[src/rtl/dram_pkt_writer.sv]
// dram_pkt_writer
//   Drains complete 128-word packets from the RX buffer read port, packs four
//   16-bit words per 64-bit beat (word 0 in bits [15:0]) and writes each packet
//   as one BURST_LEN-beat Avalon-MM burst into a circular DRAM region of
//   RING_PKTS packets starting at beat address BASE_ADDR.
//   Optional feature macro: DRAM_PKT_CHECK_EN enables header/trailer checking
//   (pkt_err / err_count); without it both outputs are constant 0.
// Ports:
//   DRAM_RD_clk, rst_n        clock, synchronous active-low reset
//   wr_enable                 allow new packets (sampled in IDLE only)
//   Buffer_Data_Ready         buffer holds at least one full packet
//   RX_Buffer_empty           buffer empty; reads are withheld while high
//   DRAM_RD_req               buffer read strobe, data valid one cycle later
//   Buffer_RD_Data            buffer read data
//   avm_*                     Avalon-MM write master (beat addresses)
//   pkt_count                 packets fully written
//   wr_busy                   high outside IDLE
//   pkt_err, err_count        malformed-packet pulse / saturating count
module dram_pkt_writer #(
    parameter int unsigned       ADDR_W    = 26,
    parameter logic [ADDR_W-1:0] BASE_ADDR = '0,
    parameter int unsigned       RING_PKTS = 1024,
    parameter int unsigned       BURST_LEN = 32
) (
    input  logic              DRAM_RD_clk,
    input  logic              rst_n,
    input  logic              wr_enable,
    input  logic              Buffer_Data_Ready,
    input  logic              RX_Buffer_empty,
    output logic              DRAM_RD_req,
    input  logic [15:0]       Buffer_RD_Data,
    output logic [ADDR_W-1:0] avm_address,
    output logic              avm_write,
    output logic [63:0]       avm_writedata,
    output logic [5:0]        avm_burstcount,
    input  logic              avm_waitrequest,
    output logic [31:0]       pkt_count,
    output logic              wr_busy,
    output logic              pkt_err,
    output logic [15:0]       err_count
);

    localparam int unsigned    BW        = $clog2(BURST_LEN);
    localparam int unsigned    AW1       = ADDR_W + 1;
    localparam logic [AW1-1:0] RING_END  = AW1'(BASE_ADDR) + AW1'(RING_PKTS * BURST_LEN);
    localparam logic [BW-1:0]  LAST_BEAT = BW'(BURST_LEN - 1);
    localparam logic [5:0]     BURST_CNT = 6'(BURST_LEN);

    typedef enum logic [1:0] {IDLE, RD, WR, DONE} state_t;

    state_t            state;
    logic [ADDR_W-1:0] base;
    logic [BW-1:0]     beat_idx;
    logic [2:0]        issued;     // reads issued for the current beat (0..4)
    logic [1:0]        lane;       // next lane to capture
    logic              rd_pend;    // a read was issued last cycle; data valid now
    logic [AW1-1:0]    base_step;
    logic              accept;

    // Combinational so the strobe can never coincide with RX_Buffer_empty.
    assign DRAM_RD_req = (state == RD) && (issued < 3'd4) && !RX_Buffer_empty;
    assign accept      = avm_write && !avm_waitrequest;
    assign base_step   = AW1'(base) + AW1'(BURST_LEN);

`ifdef DRAM_PKT_CHECK_EN
    logic pkt_bad;
    logic word_bad;

    // Only word 0 (header) and word 127 (trailer) are inspected.
    always_comb begin
        word_bad = 1'b0;
        if (beat_idx == '0 && lane == 2'd0)
            word_bad = (Buffer_RD_Data != 16'hDEAD) && (Buffer_RD_Data != 16'hBEEF);
        else if (beat_idx == LAST_BEAT && lane == 2'd3)
            word_bad = (Buffer_RD_Data != 16'h7FFF);
    end
`else
    assign pkt_err   = 1'b0;
    assign err_count = '0;
`endif

    always_ff @(posedge DRAM_RD_clk) begin
        if (!rst_n) begin
            state          <= IDLE;
            base           <= BASE_ADDR;
            beat_idx       <= '0;
            issued         <= '0;
            lane           <= '0;
            rd_pend        <= 1'b0;
            avm_address    <= '0;
            avm_write      <= 1'b0;
            avm_writedata  <= '0;
            avm_burstcount <= '0;
            pkt_count      <= '0;
            wr_busy        <= 1'b0;
`ifdef DRAM_PKT_CHECK_EN
            pkt_bad        <= 1'b0;
            pkt_err        <= 1'b0;
            err_count      <= '0;
`endif
        end else begin
            rd_pend <= DRAM_RD_req;
`ifdef DRAM_PKT_CHECK_EN
            pkt_err <= 1'b0;
`endif
            case (state)
                IDLE: begin
                    if (wr_enable && Buffer_Data_Ready) begin
                        state    <= RD;
                        wr_busy  <= 1'b1;
                        beat_idx <= '0;
                        issued   <= '0;
                        lane     <= '0;
`ifdef DRAM_PKT_CHECK_EN
                        pkt_bad  <= 1'b0;
`endif
                    end
                end
                RD: begin
                    if (DRAM_RD_req)
                        issued <= issued + 3'd1;
                    // Lanes are filled straight into the write-data register;
                    // avm_write is low here, so the bus never sees partial beats.
                    if (rd_pend) begin
                        avm_writedata[{lane, 4'b0000} +: 16] <= Buffer_RD_Data;
                        lane <= lane + 2'd1;
`ifdef DRAM_PKT_CHECK_EN
                        if (word_bad)
                            pkt_bad <= 1'b1;
`endif
                        if (lane == 2'd3) begin
                            state          <= WR;
                            avm_write      <= 1'b1;
                            avm_address    <= base + ADDR_W'(beat_idx);
                            avm_burstcount <= BURST_CNT;
                        end
                    end
                end
                WR: begin
                    if (accept) begin
                        avm_write      <= 1'b0;
                        avm_burstcount <= '0;
                        issued         <= '0;
                        if (beat_idx == LAST_BEAT) begin
                            state <= DONE;
`ifdef DRAM_PKT_CHECK_EN
                            pkt_err <= pkt_bad;
                            if (pkt_bad && err_count != '1)
                                err_count <= err_count + 16'd1;
`endif
                        end else begin
                            beat_idx <= beat_idx + BW'(1);
                            state    <= RD;
                        end
                    end
                end
                DONE: begin
                    pkt_count <= pkt_count + 32'd1;
                    base      <= (base_step >= RING_END) ? BASE_ADDR : base_step[ADDR_W-1:0];
                    wr_busy   <= 1'b0;
                    state     <= IDLE;
                end
                default: state <= IDLE;
            endcase
        end
    end

endmodule

[config.mk]
export PLATFORM = sky130hd
export DESIGN_NAME = dram_pkt_writer
export DESIGN_NICKNAME = d
export VERILOG_FILES = /design/src/rtl/dram_pkt_writer.sv
export SDC_FILE = /design/constraint.sdc
export NUM_CORES = 1
export LEC_CHECK = 0
export BUFFER_PORTS_ARGS = -buffer_cell sky130_fd_sc_hd__buf_2
export CELL_PAD_IN_SITES_DETAIL_PLACEMENT = 1
export CELL_PAD_IN_SITES_GLOBAL_PLACEMENT = 1
export CORE_ASPECT_RATIO = 1.2
export CORE_MARGIN = 3
export CORE_UTILIZATION = 36
export CTS_BUF_LIST = sky130_fd_sc_hd__clkbuf_8 sky130_fd_sc_hd__clkbuf_16
export DETAILED_ROUTE_END_ITERATION = 8
export PLACE_DENSITY = 0.85
export SYNTH_ARGS = -nofsm -noshare
export SYNTH_HDL_FRONTEND = slang
export SYNTH_SLANG_ARGS = --single-unit
[constraint.sdc]
create_clock -name DRAM_RD_clk -period 5.1 [get_ports DRAM_RD_clk]
set_input_delay 1.02 -clock DRAM_RD_clk [delete_from_list [all_inputs] [get_ports DRAM_RD_clk]]
set_output_delay 1.02 -clock DRAM_RD_clk [all_outputs]
set_load 0.005 [all_outputs]
==> results.txt, run 1 <==
status = finished clean
total wire length = 19400 um
fillers = 2263
multiplexer share of the synthesized area = 0.436%
Iteration-0 DRC Markers = 190
synth warn = 0
largest net degree at the start of global routing = 82
vias in the first global route = 6186
Max Clock Freq = 348 MHz
initial antenna violation count = 0
#FFs+latches synth = 158
Port Buffers = 147
register area share after synthesis = 45.9%
max-cap violation count = 0
Top-Level Pins = 170
most common cell in the synthesized netlist = dfxtp_1
Avg WL per Cell = 16.4 um
proportion of layout cells with a drive suffix above 1 = 20.5%
# hold bufs at CTS = 0
H-tree Lvls = 4
Top FF cell, synth = dfxtp_1
vias per cell = 5.08
DRC = 0
nets = 948
CTS clk-pin slew, worst paths = 0.06 ns
GP Congestion = 0.777
Pre-antenna DRT Iters = 4
post-synth top area share = 45.9%
CTS root buffer = clkbuf_16
asr flop ratio synth = 0%
Setup-failing EPs final = 0
Total Die Area = 0.0208 mm2
leading area contributor after synthesis = dfxtp_1
row cnt = 54
dominant cells by area after synthesis = dfxtp_1 (46%), a21boi_0 (11%), nand2_1 (8.5%), nand3_1 (6.8%), and2_1 (2.8%)
Worst VDD drop = 0.205 mV
Worst R2R Setup Slack = 2.54 ns
Post-synth EDFFs = 0
Antenna Nets Post-Route = 0
Post-Synth XOR/XNOR Area = 4.58%
GRT overflow = 0
Die X = 132 um
die height = 158 um
Cell Count, Final, Fillers Out = 1180
Longest Clk Path Bufs = 2
compound-gate portion of the synthesized area = 14.4%
Worst Setup End Kind = output port
DP Area = 0.00770 mm2
Tcrit/Tclk final = 56.3%
Final Instance Area = 0.00832 mm2
min Tclk post-route = 2.87 ns
setup repair bufs after CTS = 0
crit path DAT = 1.85 ns
CORE AREA = 0.0185 mm2
gr usage total = 18.6%
global-route wire length before repair = 31500 um
max-slew violation count = 0
antenna diode count = 0
Adder-Cell Fraction of Synth Area = 2.00%
total negative setup slack = 0 ns
syn_area_per_cell = 8.67 um2
unrepaired setup endpoints after global routing = no
Skew-Pair Late Insertion Delay = 0.43 ns
LEAKAGE = 3.35 nW
Gate Count Post-Synth = 794
Post-synth top cells = dfxtp_1 (158), nand2_1 (156), a21boi_0 (98), nand3_1 (93), clkbuf_1 (40)
Post-Place Cells = 1148
Max FO, Critical Path = 10
synthesis-to-layout area growth = 20.7%
Fin. Hold Viols = 0
Power Density = 316 mW/mm2
Yosys cell types = 49
largest family of logic cells by synthesized area = simple AND/OR/NAND/NOR gates
min-delay worst type = reg2reg
CTS tree = done
clk sinks = 158
CTS resizes = 0
cts bufs inserted = 17
total number of vias = 5992
Worst Path Class, Setup = reg2out
initial core utilization = 37.2%
Post-Synth Simple-Gate Area = 27.3%
Max-slew headroom = 22.7%
mapped cell area = 0.00689 mm2
Worst setup SP type = flop
CP required = 4.08 ns
Worst-Margin Slew = 1.15 ns
post-DP HPWL = 13600 um
Clock Skew = 0.00764 ns
worst paths after layout:
check,start,to,depth (start not counted)
worst min register to register,avm_address[8],avm_address[8],2
worst max-delay path,state[0],DRAM_RD_req,3
worst min-delay path,avm_address[8],avm_address[8],2
worst max register to register,base[5],base[10],7
state kept, by name, indices dropped and copies added (netlist names), 2 cells and up:
signal / count
state: 2
pkt_count: 32
beat_idx: 5
avm_address: 26
base: 21
lane: 2
issued: 3
avm_writedata: 64
through the flow:
stage,power (mW),setup WS [ns],hold slack (ns),utilization [%]
after global placement,1.33,2.35,0.447,41.6
after CTS,2.65,2.24,0.466,44.9
final,2.63,2.23,0.461,44.9
after detailed placement,1.33,2.33,0.457,41.6
after global routing,2.72,2.06,0.493,44.9
after floorplan,1.32,2.67,0.457,-
routing by layer:
layer	vias up	part of all wire, %	track usage (%)
met2	150	50	33.2
met3	27	5.9	5.95
met4	0	1.7	6.29
met5	-	0	0
met1	2899	42	21.1
li1	2916	-	-
kinds of logic after synthesis:
logic type / count (synthesis)
multiplexers: 3
adder cells (fa/ha/maj): 11
AND/OR/NAND/NOR: 377
flip-flops: 158
AO/OA/AOI/OAI: 134
XOR/XNOR: 36
other: 1
buffers and inverters: 74
layout make-up:
class / count / area [um2] / area share [%]
clock buffer: 20 / 467 / 5.61
clock inverter: 12 / 144 / 1.73
inverter: 7 / 26.3 / 0.316
multi-input combinational: 583 / 3450 / 41.5
sequential: 158 / 3160 / 38.0
tap: 252 / 315 / 3.79
timing repair buffer: 148 / 746 / 8.97
cells in the final DEF (no fill, tap or decap), types with 5 or more instances in the layout:
cell type  instances
a21boi_0          98
a21oi_1            6
and2_1            31
and3_1            17
and4_1             5
buf_2            146
clkbuf_16         17
conb_1            22
dfxtp_1          158
ha_1              11
inv_1              9
nand2_1          156
nand2b_1           7
nand3_1           93
nand4_1            9
nor2_1            13
nor2b_1           10
nor3_1             8
nor4_1             6
o21ai_0            8
o221ai_1           6
or3_1              7
xnor2_1           20
xor2_1            16
critical path: stages (launching register included):
cell     delay [ns]
dfxtp_1        0.52
inv_1          0.14
nor4_1         0.55
buf_2          0.22
report_power, final:
group / total [mW] / leakage (nW) / internal (mW) / switching, mW
clock: 1.32 / 0.300 / 0.803 / 0.518
sequential: 1.24 / 1.27 / 1.24 / 0.00320
combinational: 0.0673 / 1.77 / 0.0249 / 0.0424
No activity file was read; power rests on OpenSTA's default activity.
==> run 2, diff against run 1 <==
- ABC_AREA: default -> 1
- PLACE_DENSITY: 0.85 -> 0.87
- clock period: 5.1 -> 3 ns (I/O delays scaled with it)
==> run 2 against run 1 <==
  * Die area rose by 7.0%
  * Flip-flop and latch count did not move
  * Highest routed layer unchanged
  * Largest power group is now registers
  * Power rose by 87%
  * Synthesized area rose by 7.3%
  * Critical path depth rose by 3
  * Largest cell class unchanged
  * Final cell count rose by 21%
  * Wire length rose by 20%
  * Register-to-register slack got worse by 1.8 ns
  * Design area rose by 6.2%
  * Sequential share of layout area fell by 2.2 points
  * First-iteration DRC count rose by 97%
==> results.txt, run 2 <==
status = finished clean
largest net degree at the start of global routing = 49
Adder-Cell Fraction of Synth Area = 1.86%
proportion of layout cells with a drive suffix above 1 = 18.9%
CTS clk-pin slew, worst paths = 0.07 ns
Post-Synth XOR/XNOR Area = 1.54%
fillers = 2584
min Tclk post-route = 2.28 ns
Avg WL per Cell = 16.3 um
CTS tree = done
Worst setup SP type = flop
Post-Synth Simple-Gate Area = 32.7%
GP Congestion = 0.868
Clock Power Share = 43.5%
CTS root buffer = clkbuf_16
synth warn = 0
GRT overflow = 0
Max-slew headroom = 37.9%
vias in the first global route = 7484
Die X = 137 um
nets = 1185
total negative setup slack = 0 ns
initial antenna violation count = 0
leading area contributor after synthesis = dfxtp_1
DRC = 0
Max Clock Freq = 438 MHz
Skew-Pair Late Insertion Delay = 0.43 ns
max-slew violation count = 0
LEAKAGE = 3.53 nW
register area share after synthesis = 42.8%
Post-synth top cells = nand2_1 (223), dfxtp_1 (158), a21oi_1 (128), inv_1 (88), nand3_1 (80)
vias per cell = 5.08
Setup-failing EPs final = 0
compound-gate portion of the synthesized area = 11.3%
internal power = 3.39 mW
reg2reg path depth = 6
Antenna Nets Post-Route = 0
Power Density = 557 mW/mm2
Net Sw Power = 1.53 mW
multiplexer share of the synthesized area = 0%
post-DP HPWL = 17000 um
biggest regs = avm_writedata (64), pkt_count (32), avm_address (26)
row cnt = 56
gr usage total = 21.1%
reg2reg start = lane[1]
Clock Skew = 0.00761 ns
CTS resizes = 0
crit path to = avm_writedata[55]
Port Buffers = 147
Fin. Hold Viols = 0
synthesis-to-layout area growth = 19.5%
Post-synth EDFFs = 0
min-delay worst type = reg2reg
Yosys cell types = 39
reg2reg end = avm_writedata[55]
global-route wire length before repair = 37500 um
Pre-antenna DRT Iters = 5
initial core utilization = 37.3%
Top FF cell, synth = dfxtp_1
total number of vias = 7243
#FFs+latches synth = 158
Total Die Area = 0.0223 mm2
clk sinks = 158
setup repair bufs after CTS = 0
Critical Path Source = lane[1]
Worst VDD drop = 0.408 mV
multi-input logic area = 0.00359 mm2
asr flop ratio synth = 0%
Register Area = 0.00316 mm2
CP required = 3.37 ns
Max FO, Critical Path = 29
Logic pwr share = 12.2%
crit path DAT = 2.65 ns
cts bufs inserted = 17
Longest Clk Path Bufs = 2
CORE AREA = 0.0198 mm2
Worst Setup End Kind = flop
H-tree Lvls = 4
dominant cells by area after synthesis = dfxtp_1 (43%), nand2_1 (11%), a21oi_1 (8.7%), nand3_1 (5.4%), inv_1 (4.5%)
Worst Path Class, Setup = reg2reg
unrepaired setup endpoints after global routing = no
max-cap violation count = 0
Gate Count Post-Synth = 1027
Worst R2R Setup Slack = 0.72 ns
most common cell after layout, fill and taps aside = nand2_1
commonest cells after routing, fill and taps aside = nand2_1 (223), dfxtp_1 (158), buf_2 (147)
post-synth top area share = 42.8%
Iteration-0 DRC Markers = 374
Tot Pwr = 4.92 mW
max FFs per register = 64
Tcrit/Tclk final = 76.1%
sequential power share = 44.3%
syn_area_per_cell = 7.20 um2
total wire length = 23200 um
largest family of logic cells by synthesized area = simple AND/OR/NAND/NOR gates
mapped cell area = 0.00739 mm2
die height = 163 um
Top-Level Pins = 170
largest register by flop count = avm_writedata
Switching Fraction = 31.1%
# hold bufs at CTS = 0
antenna diode count = 0
most common cell in the synthesized netlist = nand2_1
Worst-Margin Slew = 0.929 ns
==> run 2: cell types whose count changed after synthesis, moves of 13 or more <==
cell / before / now
or3_1: 7 / 44
nor2_1: 13 / 77
o21ai_0: 8 / 25
nand3_1: 93 / 80
nand2_1: 156 / 223
inv_1: 7 / 88
and2_1: 31 / 0
a21oi_1: 6 / 128
nand4_1: 9 / 23
and3_1: 17 / 0
xnor2_1: 20 / 4
nor3_1: 9 / 28
a21boi_0: 98 / 0
==> run 2: metal layers <==
metal	global-route usage [%]	vias to the layer above	routed length, um
met1	23.8	3436	9280
met3	5.04	45	1350
met2	36.8	177	11700
met5	0	-	0
li1	-	3585	-
met4	11.0	0	918
==> run 2: worst min-delay path by stage <==
stage	start	to	slack, ns	depth (start not counted)
after floorplan	issued[1]	issued[1]	0.44	2
after global placement	avm_address[21]	avm_address[21]	0.45	2
after detailed placement	avm_address[9]	avm_address[9]	0.45	2
after CTS	Buffer_RD_Data[2]	avm_writedata[2]	0.45	3
after global routing	Buffer_RD_Data[7]	avm_writedata[7]	0.48	3
final	avm_writedata[45]	avm_writedata[45]	0.46	2
==> run 2: worst max-delay path, stage by stage, from the launching register on <==
cell and delay, ns:
dfxtp_1 0.38, inv_1 0.12, ha_1 0.25, inv_1 0.70, nand3_1 0.22, or3_1 0.41, a21oi_1 0.13
==> run 2: logic make-up after synthesis <==
kind of cell,count (synthesis)
xor gates and xnor gates,13
DFF,158
and+or+nand+nor,516
adders and majority gates,11
other,1
buffers and inverters,165
AOI/OAI and AO/OA,163
==> run 2: final cells by class <==
class / count / share of cell area [%]
timing repair buffer: 157 / 9.32
sequential: 158 / 35.8
clock inverter: 15 / 1.70
inverter: 93 / 4.00
multi-input combinational: 725 / 40.6
clock buffer: 17 / 4.82
tap: 261 / 3.70
==> run 2: power by group through the flow <==
stage	sequential, mW	clock, mW	combinational (mW)
floorplan	2.22	0	0.418
global placement	2.23	0	0.588
detailed placement	2.23	0	0.600
CTS	2.18	2.18	0.602
global route	2.19	2.28	0.676
finish	2.18	2.14	0.601
==> run 2: metrics by stage <==
stage               hold WS, ns  cells  utilization (%)  worst slack [ns]  cell area (um2)
floorplan                 0.443   1048                -             0.712             7470
global placement          0.445   1394             41.6             0.830             8260
detailed placement        0.452   1394             41.6             0.765             8260
CTS                       0.449   1426             44.5             0.735             8830
global route              0.475   1426             44.5             0.517             8830
finish                    0.462   1426             44.5             0.718             8830
